`config.mk`:
```
export PLATFORM = sky130hd
export DESIGN_NAME = msj_pwm_bridge_driver
export DESIGN_NICKNAME = d
export VERILOG_FILES = /design/src/rtl/msj_pwm_bridge_driver.sv
export SDC_FILE = /design/constraint.sdc
export NUM_CORES = 1
export LEC_CHECK = 0
export CORE_AREA = 2 2 113 115
export DETAILED_ROUTE_END_ITERATION = 8
export DIE_AREA = 0 0 115 117
export PLACE_DENSITY = 0.8
export SLEW_MARGIN = 20
export SYNTH_ARGS = -nofsm -noshare
export SYNTH_HDL_FRONTEND = slang
export SYNTH_SLANG_ARGS = --single-unit
```
`constraint.sdc`:
```
create_clock -name clock -period 3.8 [get_ports clock]
set_input_delay 1.14 -clock clock [delete_from_list [all_inputs] [get_ports clock]]
set_output_delay 1.14 -clock clock [all_outputs]
set_load 0.01 [all_outputs]
```
`src/rtl/msj_pwm_bridge_driver.sv`:
```
// Signed-duty H-bridge PWM driver with per-period duty latch and dead-time
// insertion whenever the bridge direction reverses.
module msj_pwm_bridge_driver #(
    parameter int unsigned PWM_PERIOD = 2500,
    parameter int unsigned DEADTIME   = 50
) (
    input  logic               clock,
    input  logic               reset,
    input  logic               enable,
    input  logic signed [31:0] duty,
    output logic               pwm_a,
    output logic               pwm_b,
    output logic               update_tick,
    output logic signed [31:0] duty_applied,
    output logic [1:0]         state
);

    typedef enum logic [1:0] {
        S_IDLE = 2'd0,
        S_FWD  = 2'd1,
        S_REV  = 2'd2,
        S_DEAD = 2'd3
    } state_t;

    localparam logic [15:0] PER     = 16'(PWM_PERIOD);
    localparam logic [15:0] LAST    = 16'(PWM_PERIOD - 1);
    localparam logic [15:0] DT_LOAD = 16'(DEADTIME - 1);

    state_t             cur, nxt;
    logic [15:0]        cnt, cnt_next;
    logic [15:0]        mag, mag_q, mag_next;
    logic [15:0]        dead_cnt, dead_next;
    logic               last_dir, last_dir_next;
    logic               target, target_next;
    logic               dir_req;
    logic [32:0]        abs_duty;
    logic signed [31:0] applied_q, applied_next;
    logic               pwm_a_next, pwm_b_next;

    assign update_tick  = (cnt == LAST);
    assign state        = cur;
    assign duty_applied = (cur == S_IDLE) ? '0 : applied_q;

    // 33-bit magnitude so that -2^31 does not overflow before saturation
    always_comb begin
        dir_req  = duty[31];
        abs_duty = duty[31] ? (33'd0 - {1'b1, duty}) : {1'b0, duty};
        mag      = (abs_duty > {17'd0, PER}) ? PER : abs_duty[15:0];
    end

    always_comb begin
        cnt_next      = update_tick ? '0 : cnt + 16'd1;
        mag_next      = update_tick ? mag : mag_q;
        nxt           = cur;
        dead_next     = dead_cnt;
        target_next   = target;
        last_dir_next = last_dir;
        applied_next  = applied_q;

        if (cur == S_DEAD) begin
            if (dead_cnt == '0) begin
                nxt           = target ? S_REV : S_FWD;
                last_dir_next = target;
            end else begin
                dead_next = dead_cnt - 16'd1;
            end
        end

        // Tick decisions override dead-time completion, except that a latch
        // repeating the pending target lets the running count continue.
        if (update_tick) begin
            applied_next = dir_req ? -$signed({16'd0, mag}) : $signed({16'd0, mag});
            if (mag == '0) begin
                nxt           = S_IDLE;
                dead_next     = '0;
                last_dir_next = last_dir;
            end else if (cur == S_DEAD && dir_req == target) begin
                nxt = nxt;
            end else if (dir_req == last_dir) begin
                nxt           = dir_req ? S_REV : S_FWD;
                dead_next     = '0;
                last_dir_next = dir_req;
            end else begin
                nxt           = S_DEAD;
                target_next   = dir_req;
                dead_next     = DT_LOAD;
                last_dir_next = last_dir;
            end
        end

        if (!enable) begin
            nxt           = S_IDLE;
            dead_next     = '0;
            last_dir_next = last_dir;
        end

        pwm_a_next = (nxt == S_FWD) && (cnt_next < mag_next);
        pwm_b_next = (nxt == S_REV) && (cnt_next < mag_next);
    end

    always_ff @(posedge clock or posedge reset) begin
        if (reset) begin
            cur       <= S_IDLE;
            cnt       <= '0;
            mag_q     <= '0;
            dead_cnt  <= '0;
            last_dir  <= 1'b0;
            target    <= 1'b0;
            applied_q <= '0;
            pwm_a     <= 1'b0;
            pwm_b     <= 1'b0;
        end else begin
            cur       <= nxt;
            cnt       <= cnt_next;
            mag_q     <= mag_next;
            dead_cnt  <= dead_next;
            last_dir  <= last_dir_next;
            target    <= target_next;
            applied_q <= applied_next;
            pwm_a     <= pwm_a_next;
            pwm_b     <= pwm_b_next;
        end
    end

endmodule

```
==> results.tsv, run 1 <==
stage	metric	value	unit
min_path	Min-Delay Startpoint	applied_q[17]	
min_path	hold depth	1	
critical_path	critical-path maximum fanout	5	
final_layout	Filler Cells Inserted	821	
pwr	Worst VDD drop	0.229	mV
route	Iter 0 DRT Violations	643	
critical_path	worst r2r path cells	15	
final_layout	layout cells sized above 1	0.313	
placed_design	PortBufs	71	
timing	Finish-stage setup viols	64	
die	die width	115	µm
global_routing	largest net degree at the start of global routing	49	
timing	Final period util	1.35	
global_routing	first-pass GRT wire length	31600	µm
die	Initial Utilization	0.486	
global_routing	number of global-route vias before repair	6180	
route	DRT antenna net count	0	
clocking	hold_buf cts	0	
timing	max_slew headroom	0.536	
final_layout	Area growth, synth to finish	48.0	%
clocking	clock sink count	85	
critical_path	r2r setup slk	0.23	ns
final_layout	fin nets	920	
synth	Mapped Nets	734	
clocking	CTS Buf Count	9	
die	row count	41	
synth	ys flop type	dfrtp_1	
job	maxcap violations	0	
synth	sequential area share after synthesis	0.355	
timing	highest clock rate	195	MHz
pwr	Power Total	2110	µW
critical_path	CP arrival	5.37	ns
die	Die Span Y	117	µm
die	core area	12300	µm²
synth	Gate Count Post-Synth	677	
run_status	violated checks	negative setup slack	
pwr	power share of the clock group	0.408	
clocking	CTS tree	yes	
clocking	Clock Latency Late Sink	0.35	ns
synth	YS warnings	0	
timing	Slew Limit Fails	0	
synth	asr flop ratio synth	1.00	
placed_design	GP Congestion	0.943	
pwr	Net Sw Frac	0.259	
critical_path	Worst setup EP type	flop	
critical_path	RR Startpoint	cnt[0]	
critical_path	Worst R2R End	pwm_a	
final_layout	Post-Layout Cell Count	1017	
timing	Worst Skew	0.00736	ns
placed_design	DP Wirelength	13400	µm
synth	library cells used by synthesis	78	
min_path	worst min path class	flop to flop	
pwr	pwr/cell area	238	nW/µm²
min_path	hold endpoint	applied_q[17]	
timing	Fin. Hold Viols	0	
synth	Post-synth EDFFs	0	
timing	Tmin final	5.13	ns
critical_path	crit path from	duty[17]	
synth	flops & latches, synth	85	
pwr	Comb pwr share	0.163	
timing	Tightest Pin Transition	0.695	ns
final_layout	Diodes inserted	0	
route	1st-pass router iterations	5	
global_routing	antenna violations before repair	0	
critical_path	WP data required	4.04	ns
synth	post-synthesis cell area	5990	µm²
critical_path	Setup Crit Path Kind	primary input to flop	
timing	setup ws final	-1.33	ns
global_routing	Tot GR Track Use	0.297	
clocking	clk slew on worst S/H paths	0.06	ns
global_routing	grt total ovfl	0	
timing	RSZ-0062 raised after global routing	yes	
clocking	clock buffer depth	2	
route	DR vias	6571	
route	Detailed Route WL	20600	µm
pwr	share of power burned in registers	0.429	
clocking	CTS root buf	clkbuf_16	
pwr	Int Pwr	1570	µW
pwr	Psw	547	µW
route	vias per std cell	6.46	
critical_path	critical path startpoint category	primary input	
die	Die Area	13500	µm²
placed_design	worst slack, placed	-1.91	ns
clocking	H-tree depth	3	
die	# IOs	72	
pwr	Pleak	0.00389	µW
synth	Mapped Avg Cell Area	8.85	µm²
run_status	status	complete, but fails checks	
placed_design	dpl cells	983	
route	DRC	0	
route	DR WL/cell	20.3	µm
==> layout by cell type, fill, tap and decap left out, types with 18 or more instances in the layout <==
| cell | count |
|---|---|
| buf_4 | 122 |
| dfrtp_1 | 85 |
| nand2_1 | 56 |
| clkdlybuf4s50_1 | 50 |
| nor2_1 | 48 |
| nor2b_1 | 37 |
| xnor2_1 | 27 |
| nand3_1 | 20 |
| a21o_1 | 20 |
| inv_1 | 19 |
| buf_6 | 19 |
| nand4_1 | 18 |
==> power by group through the flow <==
stage                     clock network, µW  logic (µW)  registers (µW)
final                                   862         344             907
after global routing                    907         366             906
after CTS                               862         322             907
after detailed placement                  0         310             924
after global placement                    0         303             923
after floorplan                           0         138             923
==> cells by family after synthesis <==
family	after synthesis	share of synthesized area
AO/OA/AOI/OAI	165	0.209
XOR/XNOR	45	0.0671
adder cells (fa/ha/maj)	22	0.0460
buffers and inverters	64	0.0451
flip-flops	85	0.355
multiplexers	11	0.0190
other	1	0.000626
AND/OR/NAND/NOR	284	0.258
==> repair_timing <==
item                                    in CTS  in global routing
gates resized for setup                     93                 53
endpoints found under the setup margin      65                 66
cloned                                       4                  0
buffers inserted                            14                  7
pin swaps                                   48                 40
==> state kept, by name, summed over array words and instances, names as in the netlist <==
register / cells
last_dir: 1
pwm_b: 1
dead_cnt: 16
state: 2
mag_q: 16
target: 1
cnt: 16
pwm_a: 1
applied_q: 31
==> critical path, cell delays in order <==
cell       delay (ns)
buf_6            0.09
or3_4            0.37
or4_4            0.45
nor4_4           0.24
mux2_4           0.33
or4_4            0.52
a2111oi_4        0.32
and2_4           0.26
buf_6            0.13
a31o_2           0.16
ha_1             0.26
a21o_1           0.20
a21oi_2          0.15
o21ai_1          0.09
o21ai_1          0.16
nand4b_1         0.20
nor4b_2          0.30
==> per-stage QoR <==
step,util,setup TNS [ns],instance area [µm²],hold WS [ns]
final,0.720,-43.59,8860,0.467
after global routing,0.720,-48.74,8860,0.488
after CTS,0.697,-40.41,8580,0.470
after detailed placement,0.635,-84.24,7820,0.457
after global placement,0.635,-76.44,7820,0.450
after floorplan,-,-45.90,6130,0.431
==> worst max-delay path by stage <==
stage,end,depth (start not counted)
after floorplan,pwm_a,19
after global placement,pwm_a,17
after detailed placement,pwm_a,20
after CTS,pwm_a,18
after global routing,pwm_a,17
final,pwm_a,17
==> Yosys cell counts, types with 5 or more instances <==
cell type  count  area (µm²)
xnor2_1       29         254
nor3_1        18        90.1
a21oi_1       21         105
mux2i_1        8        80.1
nand2_1       59         221
ha_1          22         275
nor4_1        12        75.1
and3_1        13        81.3
a41oi_1        8        70.1
o211ai_1       6        45.0
o31ai_1        7        52.6
a211oi_1      12        90.1
and2_1         8        50.1
or4_1          6        45.0
nand4_1       18         113
a31o_2         8        70.1
a21o_1        20         150
o21ai_0       14        70.1
buf_2          9        45.0
clkbuf_1      29         109
nor2b_1       39         244
xor2_1        15         131
nor2_1        52         195
dfrtp_1       85        2130
inv_1         20        75.1
nand3_1       25         125
nor4b_1        5        43.8
o221ai_1      10        87.6
a31oi_1       14        87.6
nand2b_1       6        37.5
==> cell type report <==
cell class | count | area (µm²) | share of cell area
Inverter | 20 | 76.3 | 0.00861
Tap cell | 150 | 188 | 0.0212
Sequential cell | 85 | 2130 | 0.240
Clock buffer | 11 | 233 | 0.0263
Clock inverter | 4 | 50.0 | 0.00565
Timing Repair Buffer | 218 | 2010 | 0.227
Multi-Input combinational cell | 529 | 4180 | 0.472
==> per-layer routing <==
layer | part of all wire | GRT usage | wire length, µm | vias to the layer above
met3 | 0.076 | 0.0453 | 1580 | 82
met5 | 0 | 0 | 0 | -
met2 | 0.49 | 0.516 | 10100 | 406
met4 | 0.041 | 0.108 | 847 | 0
li1 | - | - | - | 2877
met1 | 0.39 | 0.376 | 8090 | 3206
(Power assumes the default switching activity.)
==> run 2, diff against run 1 <==
GPL_ROUTABILITY_DRIVEN = 0   (was unset)
==> run 2 against run 1 <==
Net effect:
- the flow still finishes with violations (negative setup slack)
- via count up 2.3%
- routed wire length up 6.0%
- critical path depth up 2
- cell count grew 0.79%
- power rose by 8.3%
- clock skew decreased by 0.0014 ns
- clock power up 21%
- combinational power hardly changed
- clock-buffer cell count fell by 2
- global-route usage up 0.14 points
- critical path type unchanged
==> results.tsv, run 2 (same netlist as run 1, synthesis figures left out) <==
stage	metric	value	unit	change
timing	setup ws final	-1.48	ns	-0.151 ns
route	DR vias	6719		+2.3%
timing	Tightest Pin Transition	0.965	ns	+0.271 ns
final_layout	Area growth, synth to finish	50.7	%	
die	row count	41		unchanged
final_layout	layout cells sized above 1	0.318		+0.00514
critical_path	Setup Crit Path Kind	primary input to flop		
route	DRC	0		unchanged
critical_path	Worst setup EP type	flop		
placed_design	worst slack, placed	-1.93	ns	-0.0191 ns
timing	Worst Skew	0.00595	ns	-0.00141 ns
final_layout	Diodes inserted	0		unchanged
clocking	clock sink count	85		unchanged
route	Iter 0 DRT Violations	767		+19%
clocking	hold_buf cts	0		unchanged
pwr	pwr/cell area	254	nW/µm²	+6.4%
critical_path	WP data required	4.05	ns	about the same
die	Die Area	13500	µm²	unchanged
route	vias per std cell	6.56		+1.5%
critical_path	worst r2r path cells	14		-1
final_layout	fin util	0.733		+0.0130
run_status	violated checks	negative setup slack		
job	maxcap violations	0		unchanged
critical_path	critical path startpoint category	primary input		
global_routing	gr busiest metal	met2		
global_routing	number of global-route vias before repair	6454		+4.4%
placed_design	Placed Area	7740	µm²	-1.1%
global_routing	met1 usage	0.351		-0.0251
timing	max_slew headroom	0.347		-0.189
timing	Fin. Hold Viols	0		unchanged
final_layout	max reg flops	31		unchanged
timing	Min Hold Slack	0.472	ns	+0.00429 ns
route	DRT antenna net count	0		unchanged
clocking	Clock Latency Late Sink	0.35	ns	about the same
final_layout	most frequent cells in the layout	118 x buf_4, 85 x dfrtp_1, 57 x nand2_1, 52 x clkdlybuf4s50_1, 48 x nor2_1		
global_routing	first-pass GRT wire length	31700	µm	+0.24%
route	DR WL/cell	21.3	µm	+5.2%
global_routing	grt total ovfl	0		unchanged
placed_design	DP Wirelength	12900	µm	-3.8%
clocking	CTS Buf Count	9		unchanged
final_layout	most flop-heavy register	applied_q		
pwr	Worst VDD drop	0.249	mV	+9.0%
die	# IOs	72		unchanged
die	Die Span Y	117	µm	unchanged
die	die width	115	µm	unchanged
timing	Slew Limit Fails	0		unchanged
global_routing	met3 Usage GRT	0.0386		-0.00669
final_layout	post-route design area	9020	µm²	+1.8%
final_layout	Storage cell area	2130	µm²	unchanged
timing	Tmin final	5.28	ns	+0.151 ns
clocking	CTS tree	yes		
timing	setup_tns	-54.97	ns	-11.38 ns
final_layout	fin nets	927		+0.76%
timing	Finish-stage setup viols	65		+1.6%
timing	RSZ-0062 raised after global routing	yes		
die	Initial Utilization	0.486		unchanged
critical_path	CP arrival	5.52	ns	+0.15 ns
final_layout	most common cell after layout, fill and taps aside	buf_4		
global_routing	Tot GR Track Use	0.298		+0.00141
clocking	clk slew on worst S/H paths	0.07	ns	about the same
timing	highest clock rate	190	MHz	-2.9%
min_path	hold depth	1		unchanged
clocking	clock buffer depth	2		unchanged
global_routing	GR Layer Usage met2	0.520		+0.00392
min_path	worst min path class	flop to flop		
clocking	CTS root buf	clkbuf_16		
clocking	H-tree depth	3		unchanged
die	core area	12300	µm²	unchanged
global_routing	antenna violations before repair	0		unchanged
global_routing	largest net degree at the start of global routing	50		+2.0%
pwr	Pleak	0.00403	µW	+3.7%
run_status	status	complete, but fails checks		
route	1st-pass router iterations	5		unchanged
critical_path	critical-path maximum fanout	8		+3
final_layout	Filler Cells Inserted	782		-4.8%
final_layout	multi-input logic area	4180	µm²	about the same
timing	Final period util	1.39		+0.0398
placed_design	PortBufs	71		unchanged
route	Detailed Route WL	21900	µm	+6.0%
## run 2: cell types whose count changed in the layout (fill, tap and decap cells not counted), moves of 3 or more
cell            change
buf_6               +7
buf_8               +5
buf_4               -4
dlymetal6s2s_1      +7
dlygate4sd2_1       -7
a21oi_1             +3
## run 2: where the power goes
| part | total (µW) | leakage [µW] | switching, µW | internal [µW] |
|---|---|---|---|---|
| clock | 1040 | 0.000170 | 391 | 647 |
| sequential | 907 | 0.00108 | 0.820 | 906 |
| combinational | 343 | 0.00278 | 189 | 154 |
## run 2: final cells by class
| type | instances | share of cell area |
|---|---|---|
| Multi-Input combinational cell | 529 | 0.463 |
| Sequential cell | 85 | 0.236 |
| Timing Repair Buffer | 225 | 0.234 |
| Clock buffer | 9 | 0.0250 |
| Tap cell | 150 | 0.0208 |
| Clock inverter | 7 | 0.0134 |
| Inverter | 20 | 0.00846 |
## run 2: path summary, 6_finish.rpt
path | start | end | slack, ns
min in group asynchronous | reset | applied_q[0] | 1.20
max in group asynchronous | reset | dead_cnt[5] | 1.91
setup reg to reg | cnt[0] | pwm_a | 0.26
hold reg to reg | applied_q[20] | applied_q[20] | 0.47
setup / recovery | duty[15] | pwm_a | -1.48
hold / removal | applied_q[20] | applied_q[20] | 0.47
## run 2: stage by stage
step	instances	total power, µW
final	1025	2290
after global routing	1025	2350
after CTS	1009	2260
after detailed placement	973	1220
after global placement	973	1220
after floorplan	677	1060
## run 2: metal layers
| metal | share of wire | up-vias |
|---|---|---|
| met1 | 0.37 | 3208 |
| li1 | - | 2905 |
| met2 | 0.49 | 483 |
| met4 | 0.061 | 0 |
| met5 | 0 | - |
| met3 | 0.084 | 123 |
## run 2: critical path: stages
cell	delay [ns]
buf_6	0.09
or3_4	0.37
or4_4	0.44
nor4_4	0.30
mux2_4	0.32
or4_4	0.52
a2111oi_4	0.34
and2_4	0.22
buf_12	0.13
buf_8	0.12
a22oi_1	0.10
ha_2	0.22
a21oi_2	0.16
nor2b_2	0.07
o21ai_1	0.18
o21ai_1	0.10
o21ai_1	0.15
nand4b_1	0.20
nor4b_2	0.36
## run 2: timing repair
item                                    CTS  global route
endpoints found under the setup margin   65            65
setup buffers                            19            21
gates cloned                              2             1
pin swaps                                48            45
gates resized for setup                  97            62
==> run 3, diff against run 2 <==
CTS_CLUSTER_SIZE = 14   (was unset)
==> results of run 3 <==
The final DEF is identical to that of run 2; final timing and power are the same.
